--- src/rtl/mem_stage_pkg.sv ---
// Shared definitions for the memory stage: aluop encodings, exception codes, bus widths.
// Latency: n/a (types, constants and pure helper functions only).
// Backpressure: n/a.
package mem_stage_pkg;

  localparam int ALUOP_BUS    = 8;
  localparam int EXC_CODE_BUS = 5;
  localparam int STALL_BUS    = 4;

  localparam logic [31:0] PC_INIT = 32'hBFC0_0000;

  // stall vector bit values
  localparam logic NOSTOP = 1'b0;
  localparam logic STOP   = 1'b1;

  typedef logic [ALUOP_BUS-1:0]    aluop_t;
  typedef logic [EXC_CODE_BUS-1:0] exc_t;

  localparam aluop_t ALUOP_NOP = 8'h00;
  localparam aluop_t ALUOP_ADD = 8'h18;
  localparam aluop_t ALUOP_LB  = 8'h90;
  localparam aluop_t ALUOP_LBU = 8'h91;
  localparam aluop_t ALUOP_LH  = 8'h92;
  localparam aluop_t ALUOP_LHU = 8'h93;
  localparam aluop_t ALUOP_LW  = 8'h94;
  localparam aluop_t ALUOP_SB  = 8'h98;
  localparam aluop_t ALUOP_SH  = 8'h99;
  localparam aluop_t ALUOP_SW  = 8'h9A;

  localparam exc_t EXC_NONE = 5'h10;
  localparam exc_t EXC_ADEL = 5'h04;
  localparam exc_t EXC_ADES = 5'h05;
  localparam exc_t EXC_DBE  = 5'h07;
  localparam exc_t EXC_SYS  = 5'h08;

  typedef enum logic [1:0] {ST_IDLE, ST_WAIT, ST_DONE} mem_state_t;

  // one data-bus transaction as seen on the dm_* pins
  typedef struct packed {
    logic        we;
    logic [3:0]  be;
    logic [31:0] addr;
    logic [31:0] wdata;
  } dm_txn_t;

  function automatic logic is_load(input aluop_t op);
    return op inside {ALUOP_LB, ALUOP_LBU, ALUOP_LH, ALUOP_LHU, ALUOP_LW};
  endfunction

  function automatic logic is_store(input aluop_t op);
    return op inside {ALUOP_SB, ALUOP_SH, ALUOP_SW};
  endfunction

  function automatic logic is_half(input aluop_t op);
    return op inside {ALUOP_LH, ALUOP_LHU, ALUOP_SH};
  endfunction

  function automatic logic is_word(input aluop_t op);
    return op inside {ALUOP_LW, ALUOP_SW};
  endfunction

endpackage

--- src/rtl/mem_align.sv ---
// Byte-lane formatting: store lane enables/replication and load extraction/extension.
// Latency: combinational, zero cycles.
// Backpressure: none; pure function of its inputs.
// Ports: aluop, addr_lo (byte offset), din (store data), load_buf (captured read word)
//        -> be, wdata (store lanes), load_data (extended load result).
module mem_align
  import mem_stage_pkg::*;
(
  input  logic [ALUOP_BUS-1:0] aluop,
  input  logic [1:0]           addr_lo,
  input  logic [31:0]          din,
  input  logic [31:0]          load_buf,
  output logic [3:0]           be,
  output logic [31:0]          wdata,
  output logic [31:0]          load_data
);

  logic [31:0] shifted;
  logic [7:0]  byte_v;
  logic [15:0] half_v;

  assign shifted = load_buf >> {addr_lo, 3'b000};
  assign byte_v  = shifted[7:0];
  assign half_v  = addr_lo[1] ? load_buf[31:16] : load_buf[15:0];

  always_comb begin
    be        = 4'b1111;
    wdata     = din;
    load_data = load_buf;
    case (aluop)
      ALUOP_SB: begin
        be    = 4'b0001 << addr_lo;
        wdata = {4{din[7:0]}};
      end
      ALUOP_SH: begin
        be    = addr_lo[1] ? 4'b1100 : 4'b0011;
        wdata = {2{din[15:0]}};
      end
      ALUOP_LB:  load_data = {{24{byte_v[7]}}, byte_v};
      ALUOP_LBU: load_data = {24'd0, byte_v};
      ALUOP_LH:  load_data = {{16{half_v[15]}}, half_v};
      ALUOP_LHU: load_data = {16'd0, half_v};
      default: ;
    endcase
  end

endmodule

--- src/rtl/mem_stage.sv ---
// MEM pipeline stage: launches loads/stores on the data bus and registers the MEM/WB results.
// Latency: 1 cycle for non-memory ops; memory ops stall until dm_ack, then result one cycle later.
// Backpressure: stallreq_mem holds upstream while a bus op is outstanding; dm_req held until dm_ack.
// Ports: cpu_clk_50M / cpu_rst_n (async, active-high); mem_* from EX/MEM; stall, flush;
//        dm_* data bus; wb_* registered to MEM/WB; stallreq_mem.
// Build option: DM_TIMEOUT_EN adds a 255-cycle bus timeout raising EXC_DBE.
module mem_stage
  import mem_stage_pkg::*;
(
  input  logic                    cpu_clk_50M,
  input  logic                    cpu_rst_n,
  input  logic [ALUOP_BUS-1:0]    mem_aluop,
  input  logic [4:0]              mem_wa,
  input  logic                    mem_wreg,
  input  logic                    mem_whilo,
  input  logic                    mem_mreg,
  input  logic [31:0]             mem_wd,
  input  logic [31:0]             mem_din,
  input  logic [63:0]             mem_hilo,
  input  logic [31:0]             mem_pc,
  input  logic                    mem_in_delay,
  input  logic [EXC_CODE_BUS-1:0] mem_exccode,
  input  logic [STALL_BUS-1:0]    stall,
  input  logic                    flush,
  output logic                    dm_req,
  output logic                    dm_we,
  output logic [3:0]              dm_be,
  output logic [31:0]             dm_addr,
  output logic [31:0]             dm_wdata,
  input  logic                    dm_ack,
  input  logic [31:0]             dm_rdata,
  output logic [4:0]              wb_wa,
  output logic                    wb_wreg,
  output logic                    wb_whilo,
  output logic [31:0]             wb_wd,
  output logic [63:0]             wb_hilo,
  output logic [31:0]             wb_pc,
  output logic                    wb_in_delay,
  output logic [EXC_CODE_BUS-1:0] wb_exccode,
  output logic                    stallreq_mem
);

  mem_state_t  state;
  logic        flush_seen;
  logic [31:0] load_buf;
  dm_txn_t     txn_q, txn_now, bus_txn;
  logic        op_load, op_store, misaligned, launchable, launch;
  logic        drop_txn, done_exit, timeout, bus_err;
  logic [3:0]  al_be;
  logic [31:0] al_wdata, load_data;
  exc_t        exc_code;
  logic        unused_stall;

  assign unused_stall = ^stall[STALL_BUS-2:0];

  assign op_load    = is_load(mem_aluop);
  assign op_store   = is_store(mem_aluop);
  assign misaligned = (is_half(mem_aluop) && mem_wd[0]) ||
                      (is_word(mem_aluop) && (mem_wd[1:0] != 2'b00));
  assign launchable = (op_load || op_store) && (mem_exccode == EXC_NONE) && !misaligned;
  assign launch     = launchable && (state == ST_IDLE) && !flush;
  // a flushed transaction still has to finish on the bus, its result is thrown away
  assign drop_txn   = flush || flush_seen;
  assign done_exit  = flush || (stall[STALL_BUS-1] == NOSTOP);

  // reset gates these directly so the bus sees the drop without waiting for an edge
  assign stallreq_mem = !cpu_rst_n && launchable && (state != ST_DONE);
  assign dm_req       = !cpu_rst_n && (launch || (state == ST_WAIT));

  mem_align u_align (
    .aluop     (mem_aluop),
    .addr_lo   (mem_wd[1:0]),
    .din       (mem_din),
    .load_buf  (load_buf),
    .be        (al_be),
    .wdata     (al_wdata),
    .load_data (load_data)
  );

  assign txn_now  = '{we: op_store, be: al_be, addr: mem_wd, wdata: al_wdata};
  // while waiting, drive the captured copy: EX/MEM may change under a flush
  assign bus_txn  = (state == ST_WAIT) ? txn_q : txn_now;
  assign dm_we    = bus_txn.we;
  assign dm_be    = bus_txn.be;
  assign dm_addr  = bus_txn.addr;
  assign dm_wdata = bus_txn.wdata;

  always_comb begin
    exc_code = EXC_NONE;
    if (mem_exccode != EXC_NONE)         exc_code = mem_exccode;
    else if (misaligned)                 exc_code = op_load ? EXC_ADEL : EXC_ADES;
    else if (state == ST_DONE && bus_err) exc_code = EXC_DBE;
  end

`ifdef DM_TIMEOUT_EN
  logic [7:0] tmo_cnt;

  // the 255th WAIT cycle without ack ends the transaction
  assign timeout = (state == ST_WAIT) && !dm_ack && (tmo_cnt == 8'd254);

  always_ff @(posedge cpu_clk_50M or posedge cpu_rst_n) begin
    if (cpu_rst_n) begin
      tmo_cnt <= 8'd0;
      bus_err <= 1'b0;
    end else begin
      tmo_cnt <= (state == ST_WAIT && !dm_ack) ? tmo_cnt + 8'd1 : 8'd0;
      if (timeout && !drop_txn)                bus_err <= 1'b1;
      else if (state == ST_DONE && done_exit)  bus_err <= 1'b0;
    end
  end
`else
  assign timeout = 1'b0;
  assign bus_err = 1'b0;
`endif

  always_ff @(posedge cpu_clk_50M or posedge cpu_rst_n) begin
    if (cpu_rst_n) begin
      state      <= ST_IDLE;
      flush_seen <= 1'b0;
      load_buf   <= 32'd0;
      txn_q      <= '0;
    end else begin
      case (state)
        ST_IDLE: begin
          flush_seen <= 1'b0;
          if (launch) begin
            state <= ST_WAIT;
            txn_q <= txn_now;
          end
        end
        ST_WAIT: begin
          if (flush) flush_seen <= 1'b1;
          if (dm_ack || timeout) begin
            flush_seen <= 1'b0;
            if (drop_txn) begin
              state <= ST_IDLE;
            end else begin
              state <= ST_DONE;
              if (dm_ack) load_buf <= dm_rdata;
            end
          end
        end
        ST_DONE: if (done_exit) state <= ST_IDLE;
        default: state <= ST_IDLE;
      endcase
    end
  end

  // MEM/WB register; a stalled MEM stage feeds bubbles downstream
  always_ff @(posedge cpu_clk_50M or posedge cpu_rst_n) begin
    if (cpu_rst_n) begin
      wb_wa       <= 5'd0;
      wb_wreg     <= 1'b0;
      wb_whilo    <= 1'b0;
      wb_wd       <= 32'd0;
      wb_hilo     <= 64'd0;
      wb_pc       <= PC_INIT;
      wb_in_delay <= 1'b0;
      wb_exccode  <= EXC_NONE;
    end else if (flush || stall[STALL_BUS-1] == STOP) begin
      wb_wa       <= 5'd0;
      wb_wreg     <= 1'b0;
      wb_whilo    <= 1'b0;
      wb_wd       <= 32'd0;
      wb_hilo     <= 64'd0;
      wb_in_delay <= 1'b0;
      wb_exccode  <= EXC_NONE;
    end else begin
      wb_wa       <= mem_wa;
      wb_wreg     <= mem_wreg && (exc_code == EXC_NONE);
      wb_whilo    <= mem_whilo && (exc_code == EXC_NONE);
      wb_wd       <= mem_mreg ? load_data : mem_wd;
      wb_hilo     <= mem_hilo;
      wb_pc       <= mem_pc;
      wb_in_delay <= mem_in_delay;
      wb_exccode  <= exc_code;
    end
  end

endmodule
--- config.mk ---
export PLATFORM = sky130hd
export DESIGN_NAME = mem_stage
export DESIGN_NICKNAME = d
export VERILOG_FILES = /design/src/rtl/mem_stage_pkg.sv /design/src/rtl/mem_align.sv /design/src/rtl/mem_stage.sv
export SDC_FILE = /design/constraint.sdc
export NUM_CORES = 1
export LEC_CHECK = 0
export CAP_MARGIN = 40
export CORE_AREA = 2 2 171 173
export CTS_CLUSTER_DIAMETER = 100
export DETAILED_ROUTE_END_ITERATION = 12
export DIE_AREA = 0 0 173 175
export PLACE_DENSITY = 0.74
export SYNTH_ARGS = -nofsm -noshare
export SYNTH_HDL_FRONTEND = slang
export SYNTH_HIERARCHICAL = 1
export SYNTH_SLANG_ARGS = --single-unit
--- constraint.sdc ---
create_clock -name cpu_clk_50M -period 13.37 [get_ports cpu_clk_50M]
set_clock_uncertainty 0.2 [all_clocks]
set_input_delay 2.0055 -clock cpu_clk_50M [delete_from_list [all_inputs] [get_ports cpu_clk_50M]]
set_output_delay 2.0055 -clock cpu_clk_50M [all_outputs]
set_load 0.05 [all_outputs]
# Word-level counts from Yosys, hierarchy flattened
# Index checks and enable logic that the tools add are counted.
# W data, S select, Z words.
[classes]
reduce_logical = 31
muxes = 25
eq_ne = 18
shifts = 2
bitwise = 2
[ops]
columns = ["cell", "n"]
rows = [
  ["$pmux W32 S4", 1],
  ["$mux W69", 1],
  ["$eq A8 B8 Y1 const B", 8],
  ["$mux W32", 2],
  ["$mux W64", 1],
  ["$pmux W32 S2", 1],
  ["$shr A32 B5 Y8", 1],
  ["$mux W5", 4],
  ["$mux W16", 1],
  ["$logic_and A1 B1 Y1", 11],
  ["$eq A5 B5 Y1 const B", 2],
  ["$mux W2", 4],
  ["$ne A2 B2 Y1 const B", 4],
  ["$pmux W4 S2", 1],
  ["$logic_or A1 B1 Y1", 6],
  ["$mux W1", 6],
  ["$pmux W2 S3", 1],
  ["$reduce_and A3 Y1", 2],
  ["$reduce_bool A2 Y1", 3],
  ["$reduce_bool A3 Y1", 2],
  ["$ne A5 B5 Y1 const B", 1],
  ["$reduce_bool A5 Y1", 1],
  ["$mux W4", 1],
  ["$reduce_and A2 Y1", 2],
  ["8 further kinds", 11],
]
[totals]
output_inout_bits = 212
wordCells = 93
regBits = 245
in_bits = 222

# Depth between registers and ports, before layout
# Gate-level depths: netlist (run 1).
[depth]
depth_word = 10
mapped_depth = 8
mapped_depth_nobuf = 6

# Modules after synthesis
# The synthesis (run 1) kept the hierarchy.
[by_module_without_submodules]
columns = ["module", "seq_area_each_um2", "n_inst", "cells_each", "area_each_um2"]
rows = [
  ["mem_stage", 6143.4, 1, 885, 10131.0],
  ["mem_align", 0.0, 1, 154, 1116.1],
]

# Worst setup path after synthesis (run 1)
# Ideal clock, no wire load.
[synth_timing]
path_kind = "input port to output port"
from = "in cpu_rst_n"
to = "out stallreq_mem"
cell_stages = 3
required_ps = 11165
path_slack_ps = 2810
t_arrival_ps = 8355
path_buffers = 0
path_cell_list = "inv_1 > o2111ai_1 > nor2_1"
[synth_via]
elab_chain_len = 3
[synth_lines]
columns = ["element", "line_no", "text"]
rows = [
  ["start: declaration", "mem_stage.sv:11", "input logic cpu_rst_n,"],
  ["$logic_not A1 Y1 (no source line)", "n/a", ""],
  ["$logic_and A1 B1 Y1 (2 in a row)", "mem_stage.sv:67", "assign stallreq_mem = !cpu_rst_n && launchable && (state != ST_DONE);"],
  ["end: declaration", "mem_stage.sv:40", "output logic stallreq_mem"],
]
# No other way between the ends.

# Worst setup path after layout (run 1)
[layout_timing]
from = "in mem_aluop[1]"
to = "out dm_req"
[layout_via]
elab_chain_len = 10
elab_cells_between_ends = 23
cone_classes = "eq/ne: 8; reduce/logical: 15"
[layout_lines]
columns = ["element", "line_no", "text"]
rows = [
  ["start: declaration", "mem_stage.sv:12", "input logic [ALUOP_BUS-1:0] mem_aluop,"],
  ["$eq A8 B8 Y1 (on tied branches)", "n/a", ""],
  ["$reduce_bool A3 Y1 / $reduce_bool A2 Y1 (equally long branches)", "mem_stage_pkg.sv:55, mem_stage_pkg.sv:59", ""],
  ["$logic_and A1 B1 Y1 (on tied branches)", "mem_stage.sv:58, mem_stage.sv:59", ""],
  ["$logic_or A1 B1 Y1", "mem_stage.sv:58", "assign misaligned = (is_half(mem_aluop) && mem_wd[0]) ||"],
  ["$logic_not A1 Y1", "mem_stage.sv:60", "assign launchable = (op_load || op_store) && (mem_exccode == EXC_NONE) && !misaligned;"],
  ["$logic_and A1 B1 Y1 (*)", "mem_stage.sv:60", ""],
  ["$logic_and A1 B1 Y1 (*) (2 in a row)", "mem_stage.sv:61", "assign launch = launchable && (state == ST_IDLE) && !flush;"],
  ["$logic_or A1 B1 Y1 (*)", "mem_stage.sv:68", "assign dm_req = !cpu_rst_n && (launch || (state == ST_WAIT));"],
  ["$logic_and A1 B1 Y1 (*)", "mem_stage.sv:68", ""],
  ["end: declaration", "mem_stage.sv:25", "output logic dm_req,"],
]
# Every way passes the cells marked *; elsewhere a longest branch is shown, timed or not.

==> results.json, run 1 <==
{
  "worstSetupStartpointType": "input pin",
  "syn_area_per_cell_um2": 10.82,
  "hold_depth": 2,
  "relSlewSlack_pct": 42.77,
  "vias": 8930,
  "drcViolationCount": 0,
  "die-area_um2": 30280,
  "area_delta_synth_final_pct": 49.93,
  "seq_area_um2": 6143,
  "synth_edf_count": 0,
  "yosysUniqueCellTypes": 50,
  "reg2reg_slack_ps": 10550,
  "overflow": 0,
  "drive_gt1_share_pct": 14.65,
  "multi_input_area_um2": 4736,
  "worstPathCellList": "clkdlybuf4s50_1 -> nor2_1 -> or4b_4 -> o2111ai_4 -> buf_4 -> a21oi_1 -> clkdlybuf4s50_1",
  "ctsResizeCount": 0,
  "cts_buffer_depth": 3,
  "final_common_cell": "clkdlybuf4s50_1",
  "grt_start_max_net_pins": 108,
  "critPathBufInv": 3,
  "worst_path_dominant_cell_family": "buffers and inverters",
  "worstSkewPairLatency_ps": 540,
  "required_ps": 11160,
  "routabilityCongestion": 0.8198,
  "fin_nets": 1669,
  "wirelength_mm": 34.73,
  "ioPinCount": 434,
  "cts_made_buffers": 28,
  "ys_seq_area_share_pct": 54.62,
  "hold_buffers": 0,
  "clockRootBuffer": "clkbuf_16",
  "max-cap-violations": 0,
  "cpMostUsedCell": "clkdlybuf4s50_1",
  "syn-num-nets": 1261,
  "min_period_ps": 7380,
  "r2r_end": "txn_q[36]$_DFFE_PP0P_",
  "timing.rr.start": "state[0]$_DFFE_PP0P_",
  "reg2regPathDepth": 6,
  "maxSlewViolCount": 0,
  "crit_path_end_kind": "primary output",
  "core-area_um2": 28390,
  "initial_core_util_pct": 39.61,
  "hold_violations": 0,
  "min_path_type": "register to register",
  "die_x_um": 173,
  "ys_seq_elements": 245,
  "cts_tree": "built",
  "vdd_drop_max_mv": 0.1009,
  "cp_slowest_stage_delay_ps": 840,
  "firstDrtPassIters": 5,
  "tns_ps": 0,
  "synth_warnings": 6,
  "async_flop_share_pct": 100.0,
  "drtAntennaViolNets": 0,
  "htreeDepth": 1,
  "syn_area_um2": 11250,
  "cpMaxStageDelayCell": "clkdlybuf4s50_1",
  "final_cell_mix": "429 x clkdlybuf4s50_1, 316 x nand2_1, 235 x dfrtp_1",
  "rsz0062_at_grt": "false",
  "die_y_um": 175,
  "status": "completed",
  "grt_usage_pct": 22.54,
  "timing.final.crit_share_pct": 55.20,
  "powerDensity_nw_per_um2": 116.3,
  "max_freq_mhz": 135.5,
  "via_per_inst": 4.814,
  "dp_hpwl_mm": 25.40,
  "drt_iter0_markers": 512,
  "crit_fanout": 31,
  "setup_viol": 0,
  "timing_worst_setup_path_type": "input pin to primary output",
  "first_global_vias": 9221,
  "grt_pass1_wl_mm": 53.42,
  "clkSinkCount": 245,
  "syn_inst": 1039,
  "cp.arrival_ps": 5170,
  "clk_pin_slew_ps": 60,
  "wl_per_cell_um": 18.72,
  "min_from": "wb_pc[22]$_DFFE_PP1P_",
  "p_leak_uw": 0.008228,
  "path_depth": 7,
  "worst_pin_slew_ps": 850.7,
  "final_util_pct": 59.39,
  "antenna_found_initial": 4,
  "fillers": 2339,
  "port_buffers": 430,
  "rows": 62,
  "cts_setup_buffers": 0,
  "min_to": "wb_pc[22]$_DFFE_PP1P_",
  "synth_ff_type": "dfrtp_1"
}
[worst reg2reg max path, stage by stage (launching register included)]
cell and delay (ps):
dfrtp_1 460, or3_1 410, a211oi_2 240, o2111ai_4 150
buf_4 330, buf_4 480, mux2_4 430
[worst max-delay path by stage]
stage / startpoint / to / slack [ps]
global placement: mem_wd[1] / dm_req / 5860
detailed placement: mem_aluop[1] / dm_req / 5990
floorplan: cpu_rst_n / stallreq_mem / 2810
CTS: mem_aluop[1] / dm_req / 5980
global route: mem_aluop[1] / dm_req / 5830
finish: mem_aluop[1] / dm_req / 5990
[metal layers]
| layer | wire length (um) | part of all wire, % | GRT usage [%] |
|---|---|---|---|
| met5 | 10 | 0.029 | 0 |
| met1 | 13950 | 40 | 27.69 |
| met3 | 2506 | 7.2 | 6.114 |
| met4 | 1066 | 3.1 | 6.568 |
| met2 | 17190 | 50 | 38.92 |
[report_power, final]
group / total (uW) / switching [uW] / leakage [uW] / internal, uW
Sequential: 793 / 16.6 / 0.00328 / 776
Combinational: 381 / 225 / 0.00448 / 156
Clock: 787 / 308 / 0.000462 / 479
[state kept, by name, indices dropped and copies added (netlist names)]
register and flops:
wb_pc 32, wb_in_delay 1, txn_q 69, wb_exccode 5
wb_wa 5, flush_seen 1, state 2, load_buf 32
wb_wd 32, wb_wreg 1, wb_hilo 64, wb_whilo 1
[cells by family (layout without fill, tap and decap cells)]
kind of cell / after synthesis / count (layout) / share of synthesized area (%)
AND/OR/NAND/NOR: 475 / 475 / 18.34
flip-flops: 245 / 245 / 54.62
multiplexers: 168 / 168 / 18.70
buffers and inverters: 77 / 506 / 3.526
AO/OA/AOI/OAI: 74 / 74 / 4.806
other: 0 / 3 / 0
[synthesized netlist by cell type, types with 5 or more instances]
| cell type | instances | share of area, % |
|---|---|---|
| dfrtp_1 | 235 | 52 |
| buf_1 | 6 | 0.20 |
| inv_1 | 7 | 0.23 |
| o21ai_0 | 10 | 0.45 |
| a21o_1 | 18 | 1.2 |
| nand3_1 | 12 | 0.53 |
| buf_6 | 9 | 0.90 |
| mux2_2 | 59 | 5.9 |
| clkbuf_1 | 40 | 1.3 |
| dfstp_2 | 10 | 2.3 |
| a2bb2oi_1 | 7 | 0.55 |
| o22ai_1 | 7 | 0.39 |
| mux2i_1 | 41 | 3.6 |
| nand2_1 | 317 | 11 |
| buf_2 | 5 | 0.22 |
| and2_1 | 73 | 4.1 |
| mux2_4 | 67 | 8.9 |
| nor2_1 | 56 | 1.9 |
| a21oi_1 | 16 | 0.71 |
| buf_4 | 9 | 0.60 |
[per-stage QoR]
stage / setup slack, ps / hold WS (ps) / power (uW) / cells / cell area (um2)
6_report: 5990 / 257.0 / 1961 / 1855 / 16860
5_1_grt: 5829 / 284.1 / 2033 / 1853 / 16860
4_1_cts: 5980 / 259.2 / 1985 / 1852 / 16850
3_5_place_dp: 5988 / 254.0 / 1189 / 1801 / 15900
3_3_place_gp: 5860 / 245.3 / 1181 / 1795 / 15780
2_1_floorplan: 2810 / 279.3 / 1014 / 1039 / 11250
[final cells by class]
class	instances	share of cell area [%]
clock inverter	8	0.8236
antenna	3	0.04452
clock buffer	43	4.845
multi-input combinational	717	28.08
timing repair buffer	447	26.70
inverter	8	0.2226
tap	384	2.849
sequential	245	36.43
Power figures use the tool's default switching activity.
==> inputs of run 2 (changes only) <==
CORE_AREA = 2 2 168 170   (was 2 2 171 173)
DIE_AREA = 0 0 170 172   (was 0 0 173 175)
PLACE_DENSITY = 0.76   (was 0.74)
clock period = 7 ns   (was 13.37 ns; I/O delays follow)
==> run 2 against run 1 <==
Compared with the run above: power increased by 86%; final area down 0.73%; clock-buffer cell count fell by 4; flip-flop and latch count did not move; largest power group unchanged; worst hold slack improved by 2.2 ps; sequential power increased by 90%.
==> results.json, run 2 (same netlist as run 1, synthesis figures left out) <==
{
  "status": "completed",
  "rows": 61,
  "critPathBufInv": 2,
  "final_cell_mix": "429 x clkdlybuf4s50_1, 316 x nand2_1, 235 x dfrtp_1",
  "setup_viol": 0,
  "timing.final.crit_share_pct": 76.78,
  "cp-startpoint": "mem_aluop[1]",
  "worst_path_dominant_cell_family": "buffers and inverters",
  "worstSkewPairLatency_ps": 540,
  "port_buffers": 430,
  "routabilityCongestion": 0.8189,
  "cts_made_buffers": 27,
  "dp_hpwl_mm": 25.94,
  "clkSinkCount": 245,
  "first_global_vias": 9317,
  "cp_slowest_stage_delay_ps": 980,
  "path_depth": 6,
  "max-cap-violations": 0,
  "via_per_inst": 5.012,
  "cpMaxStageDelayCell": "clkdlybuf4s50_1",
  "crit_path_end": "stallreq_mem",
  "timing.final.ws_setup_ps": 1625,
  "clockRootBuffer": "clkbuf_16",
  "rsz0062_at_grt": "false",
  "die_y_um": 172,
  "cts_buffer_depth": 3,
  "max_freq_mhz": 186.1,
  "reg2reg_slack_ps": 4150,
  "ctsResizeCount": 0,
  "final_util_pct": 60.92,
  "min_path_type": "register to register",
  "crit_fanout": 21,
  "p_leak_uw": 0.008198,
  "wirelength_mm": 35.41,
  "relSlewSlack_pct": 40.68,
  "drt_iter0_markers": 502,
  "drcViolationCount": 0,
  "cp.arrival_ps": 4120,
  "required_ps": 5750,
  "initial_core_util_pct": 40.93,
  "grt_pass1_wl_mm": 53.67,
  "r2r_end": "txn_q[30]$_DFFE_PP0P_",
  "overflow": 0,
  "timing_worst_setup_path_type": "input pin to primary output",
  "vias": 9107,
  "clk_pin_slew_ps": 60,
  "maxSlewViolCount": 0,
  "grt_usage_pct": 23.89,
  "worst_pin_slew_ps": 889.8,
  "hold_buffers": 0,
  "fillers": 2243,
  "powerDensity_nw_per_um2": 217.9,
  "worstSetupStartpointType": "input pin",
  "hold_slack_ps": 259.1,
  "firstDrtPassIters": 5,
  "tns_ps": 0,
  "antenna_found_initial": 8,
  "area_delta_synth_final_pct": 48.83,
  "htreeDepth": 1,
  "fin_total_pwr_uw": 3647,
  "reg2regPathDepth": 6,
  "cts_setup_buffers": 0,
  "min_period_ps": 5375,
  "wl_per_cell_um": 19.49,
  "vdd_drop_max_mv": 0.1980,
  "largest_register": "txn_q",
  "die_x_um": 170,
  "timing.rr.start": "state[0]$_DFFE_PP0P_",
  "die-area_um2": 29240,
  "top_regs": "txn_q: 69 flops, wb_hilo: 64 flops",
  "pre_cts_slack_ps": 1653,
  "largest_register_ff_count": 69,
  "cpMostUsedCell": "clkdlybuf4s50_1",
  "core-area_um2": 27480,
  "drtAntennaViolNets": 0,
  "hold_violations": 0,
  "final_common_cell": "clkdlybuf4s50_1",
  "drive_gt1_share_pct": 14.94,
  "grt_start_max_net_pins": 146,
  "ioPinCount": 434,
  "fin_nets": 1667,
  "cts_tree": "built",
  "worstPathCellList": "clkdlybuf4s50_1 -> and4b_1 -> a31oi_1 -> o21ai_0 -> nor2_1 -> clkdlybuf4s50_1",
  "crit_path_end_kind": "primary output"
}
## run 2: changes by cell type in the layout (fill, tap and decap cells not counted), sizes merged
cell / change
clkinv: +5
clkbuf: -4
bufinv: -2
diode: +2
buf: -1
clkinvlp: +1
inv: -1
## run 2: layout make-up
cell class / count / area (um2) / area share, %
diodes: 5 / 12.51 / 0.07475
clock buffers: 39 / 800.8 / 4.784
clock inverters: 11 / 90.09 / 0.5382
inverters: 8 / 33.78 / 0.2018
multi-input cells: 717 / 4741 / 28.32
flip-flops and latches: 245 / 6143 / 36.70
well taps: 346 / 432.9 / 2.586
repair buffers: 446 / 4484 / 26.79
## run 2: worst min-delay path: cells and delay by family, from the launching register on
kind / cells / cell delay [ps]
AND/OR/NAND/NOR: 2 / 100
flip-flops: 1 / 370
## run 2: per-stage QoR
step | area, um2 | std cells
3_3_place_gp | 15750 | 1757
5_1_grt | 16730 | 1815
4_1_cts | 16730 | 1812
6_report | 16740 | 1817
2_1_floorplan | 11250 | 1039
3_5_place_dp | 15840 | 1762
## run 2: worst min-delay path by stage
stage	from	to	slack, ps	cells after the start
after detailed placement	wb_pc[28]$_DFFE_PP1P_	wb_pc[28]$_DFFE_PP1P_	250	2
after global routing	wb_pc[26]$_DFFE_PP1P_	wb_pc[26]$_DFFE_PP1P_	280	2
after global placement	wb_pc[23]$_DFFE_PP1P_	wb_pc[23]$_DFFE_PP1P_	250	2
after CTS	wb_pc[31]$_DFFE_PP1P_	wb_pc[31]$_DFFE_PP1P_	260	2
final	wb_pc[23]$_DFFE_PP1P_	wb_pc[23]$_DFFE_PP1P_	260	2
after floorplan	txn_q[47]$_DFFE_PP0P_	txn_q[47]$_DFFE_PP0P_	280	1
## run 2: power breakdown
group,switching [uW],internal [uW]
sequential,32.1,1480
combinational,429,296
clock,578,830
total,1040,2610
## run 2: layer usage
| metal | vias to the layer above | routed length (um) | track usage (%) |
|---|---|---|---|
| li1 | 4215 | - | - |
| met1 | 4389 | 14010 | 29.61 |
| met2 | 400 | 17020 | 39.31 |
| met3 | 97 | 2617 | 6.386 |
| met4 | 6 | 1729 | 10.89 |
| met5 | - | 39 | 0 |
==> inputs of run 3 (changes only) <==
clock period = 5.45 ns   (was 7 ns; I/O delays follow)
==> run 3 against run 2 <==
Compared with the run above: sequential power rose by 29%; die area did not move; sequential share of layout area is 0.13 points lower; utilization grew 0.21 points; power grew 30%; global-route usage is 0.47 points lower; routed wire length decreased by 0.15%; largest power group unchanged.
==> results.json, run 3 (same netlist as run 1, synthesis figures left out) <==
{
  "worstPathCellList": "clkdlybuf4s50_1 -> nor2_1 -> nand3_1 -> mux2_2 -> nand2_1 -> nand2_1 -> clkdlybuf4s50_1",
  "timing_worst_setup_path_type": "input pin to primary output",
  "setup_viol": 0,
  "antenna_found_initial": 3,
  "die_y_um": 172,
  "p_leak_uw": 0.008227,
  "cp_slowest_stage_delay_ps": 840,
  "vias": 8999,
  "wl_per_cell_um": 19.49,
  "clk_pin_slew_ps": 60,
  "timing.final.crit_share_pct": 81.52,
  "drtAntennaViolNets": 0,
  "drcViolationCount": 0,
  "timing.final.ws_setup_ps": 1007,
  "rsz0062_at_grt": "false",
  "cpMaxStageDelayCell": "clkdlybuf4s50_1",
  "reg2regPathDepth": 5,
  "drt_iter0_markers": 596,
  "fillers": 2242,
  "ioPinCount": 434,
  "cp-startpoint": "mem_aluop[1]",
  "cts_tree": "built",
  "seqPwrFrac_pct": 41.0,
  "worstSkewPairLatency_ps": 540,
  "routabilityCongestion": 0.8409,
  "cts_buffer_depth": 3,
  "clkSinkCount": 245,
  "p_comb_share_pct": 19.6,
  "wirelength_mm": 35.36,
  "relSlewSlack_pct": 30.14,
  "crit_path_end_kind": "primary output",
  "switching_share_pct": 28.44,
  "core-area_um2": 27480,
  "top_regs": "txn_q: 69 flops, wb_hilo: 64 flops",
  "required_ps": 4430,
  "area_delta_synth_final_pct": 49.34,
  "htreeDepth": 1,
  "grt_start_max_net_pins": 169,
  "min_path_type": "register to register",
  "largest_register_ff_count": 69,
  "multi_input_area_um2": 4741,
  "power.internal_uw": 3399,
  "final_cell_mix": "424 x clkdlybuf4s50_1, 316 x nand2_1, 235 x dfrtp_1",
  "r2r_end": "txn_q[22]$_DFFE_PP0P_",
  "maxSlewViolCount": 0,
  "cts_setup_buffers": 0,
  "max-cap-violations": 0,
  "max_freq_mhz": 225.1,
  "first_global_vias": 8870,
  "crit_fanout": 10,
  "final_common_cell": "clkdlybuf4s50_1",
  "hold_violations": 0,
  "fin_nets": 1669,
  "grt_usage_pct": 23.42,
  "pwr-share-clk_pct": 39.5,
  "vdd_drop_max_mv": 0.2153,
  "min_period_ps": 4443,
  "cts_made_buffers": 28,
  "die-area_um2": 29240,
  "pre_cts_slack_ps": 1009,
  "timing.rr.start": "state[0]$_DFFE_PP0P_",
  "initial_core_util_pct": 40.93,
  "crit_path_end": "dm_wdata[11]",
  "grt_pass1_wl_mm": 52.64,
  "via_per_inst": 4.961,
  "largest_register": "txn_q",
  "clockRootBuffer": "clkbuf_16",
  "worstSetupStartpointType": "input pin",
  "hold_buffers": 0,
  "reg2reg_slack_ps": 3020,
  "powerDensity_nw_per_um2": 282.8,
  "seq_area_um2": 6143,
  "overflow": 0,
  "drive_gt1_share_pct": 15.13,
  "final_util_pct": 61.13,
  "status": "completed",
  "cp.arrival_ps": 3430,
  "worst_pin_slew_ps": 1048,
  "rows": 61,
  "ctsResizeCount": 0,
  "firstDrtPassIters": 5,
  "p_switching_uw": 1351,
  "dp_hpwl_mm": 25.72,
  "port_buffers": 430,
  "die_x_um": 170
}
run 3: changes by cell type in the layout (fill, tap and decap cells not counted), sizes merged:
cell / change
bufinv: +2
clkdlybuf4s50: -5
buf: +6
clkbuf: -2
diode: -4
inv: -1
clkinvlp: +2
clkinv: -1
run 3: cell type report:
type	instances	share of cell area (%)
Multi-Input combinational cell	717	28.23
Inverter	8	0.2011
Clock buffer	37	4.492
Tap cell	346	2.577
Timing Repair Buffer	447	26.97
Clock inverter	13	0.9461
Sequential cell	245	36.58
Antenna cell	1	0.01490
run 3: worst min-delay path by stage:
stage	start	endpoint	slack, ps	depth (start not counted)
6_report	wb_pc[25]$_DFFE_PP1P_	wb_pc[25]$_DFFE_PP1P_	260	2
5_1_grt	wb_pc[31]$_DFFE_PP1P_	wb_pc[31]$_DFFE_PP1P_	280	2
4_1_cts	wb_pc[25]$_DFFE_PP1P_	wb_pc[25]$_DFFE_PP1P_	260	2
3_5_place_dp	wb_pc[25]$_DFFE_PP1P_	wb_pc[25]$_DFFE_PP1P_	250	2
3_3_place_gp	wb_pc[22]$_DFFE_PP1P_	wb_pc[22]$_DFFE_PP1P_	250	2
2_1_floorplan	txn_q[47]$_DFFE_PP0P_	txn_q[47]$_DFFE_PP0P_	280	1
run 3: per-layer routing:
| layer | wire length, um | vias to the layer above | track usage (%) |
|---|---|---|---|
| met4 | 811 | 4 | 5.946 |
| met2 | 17390 | 336 | 39.27 |
| met5 | 22 | - | 0 |
| li1 | - | 4228 | - |
| met3 | 2688 | 57 | 6.271 |
| met1 | 14450 | 4374 | 30.28 |
run 3: critical path, delay by kind of cell:
family                 cells  cell delay [ps]
buffers and inverters      2             1440
multiplexers               1              380
AND/OR/NAND/NOR            4              780
run 3: through the flow:
| stage | hold slack, ps | power [uW] | std cells | instance area (um2) | TNS, ps |
|---|---|---|---|---|---|
| 2_1_floorplan | 279.3 | 2489 | 1039 | 11250 | -497.4 |
| 3_3_place_gp | 246.2 | 2893 | 1757 | 15760 | 0 |
| 3_5_place_dp | 247.7 | 2910 | 1763 | 15880 | 0 |
| 4_1_cts | 257.3 | 4799 | 1813 | 16790 | 0 |
| 5_1_grt | 279.1 | 4934 | 1813 | 16790 | 0 |
| 6_report | 255.6 | 4750 | 1814 | 16800 | 0 |
run 3: power by group through the flow:
stage	registers [uW]	clock network, uW	logic [uW]
after floorplan	2190	0	303
after global placement	1970	0	919
after detailed placement	1980	0	933
after CTS	1950	1920	937
after global routing	1950	2000	983
final	1950	1870	929
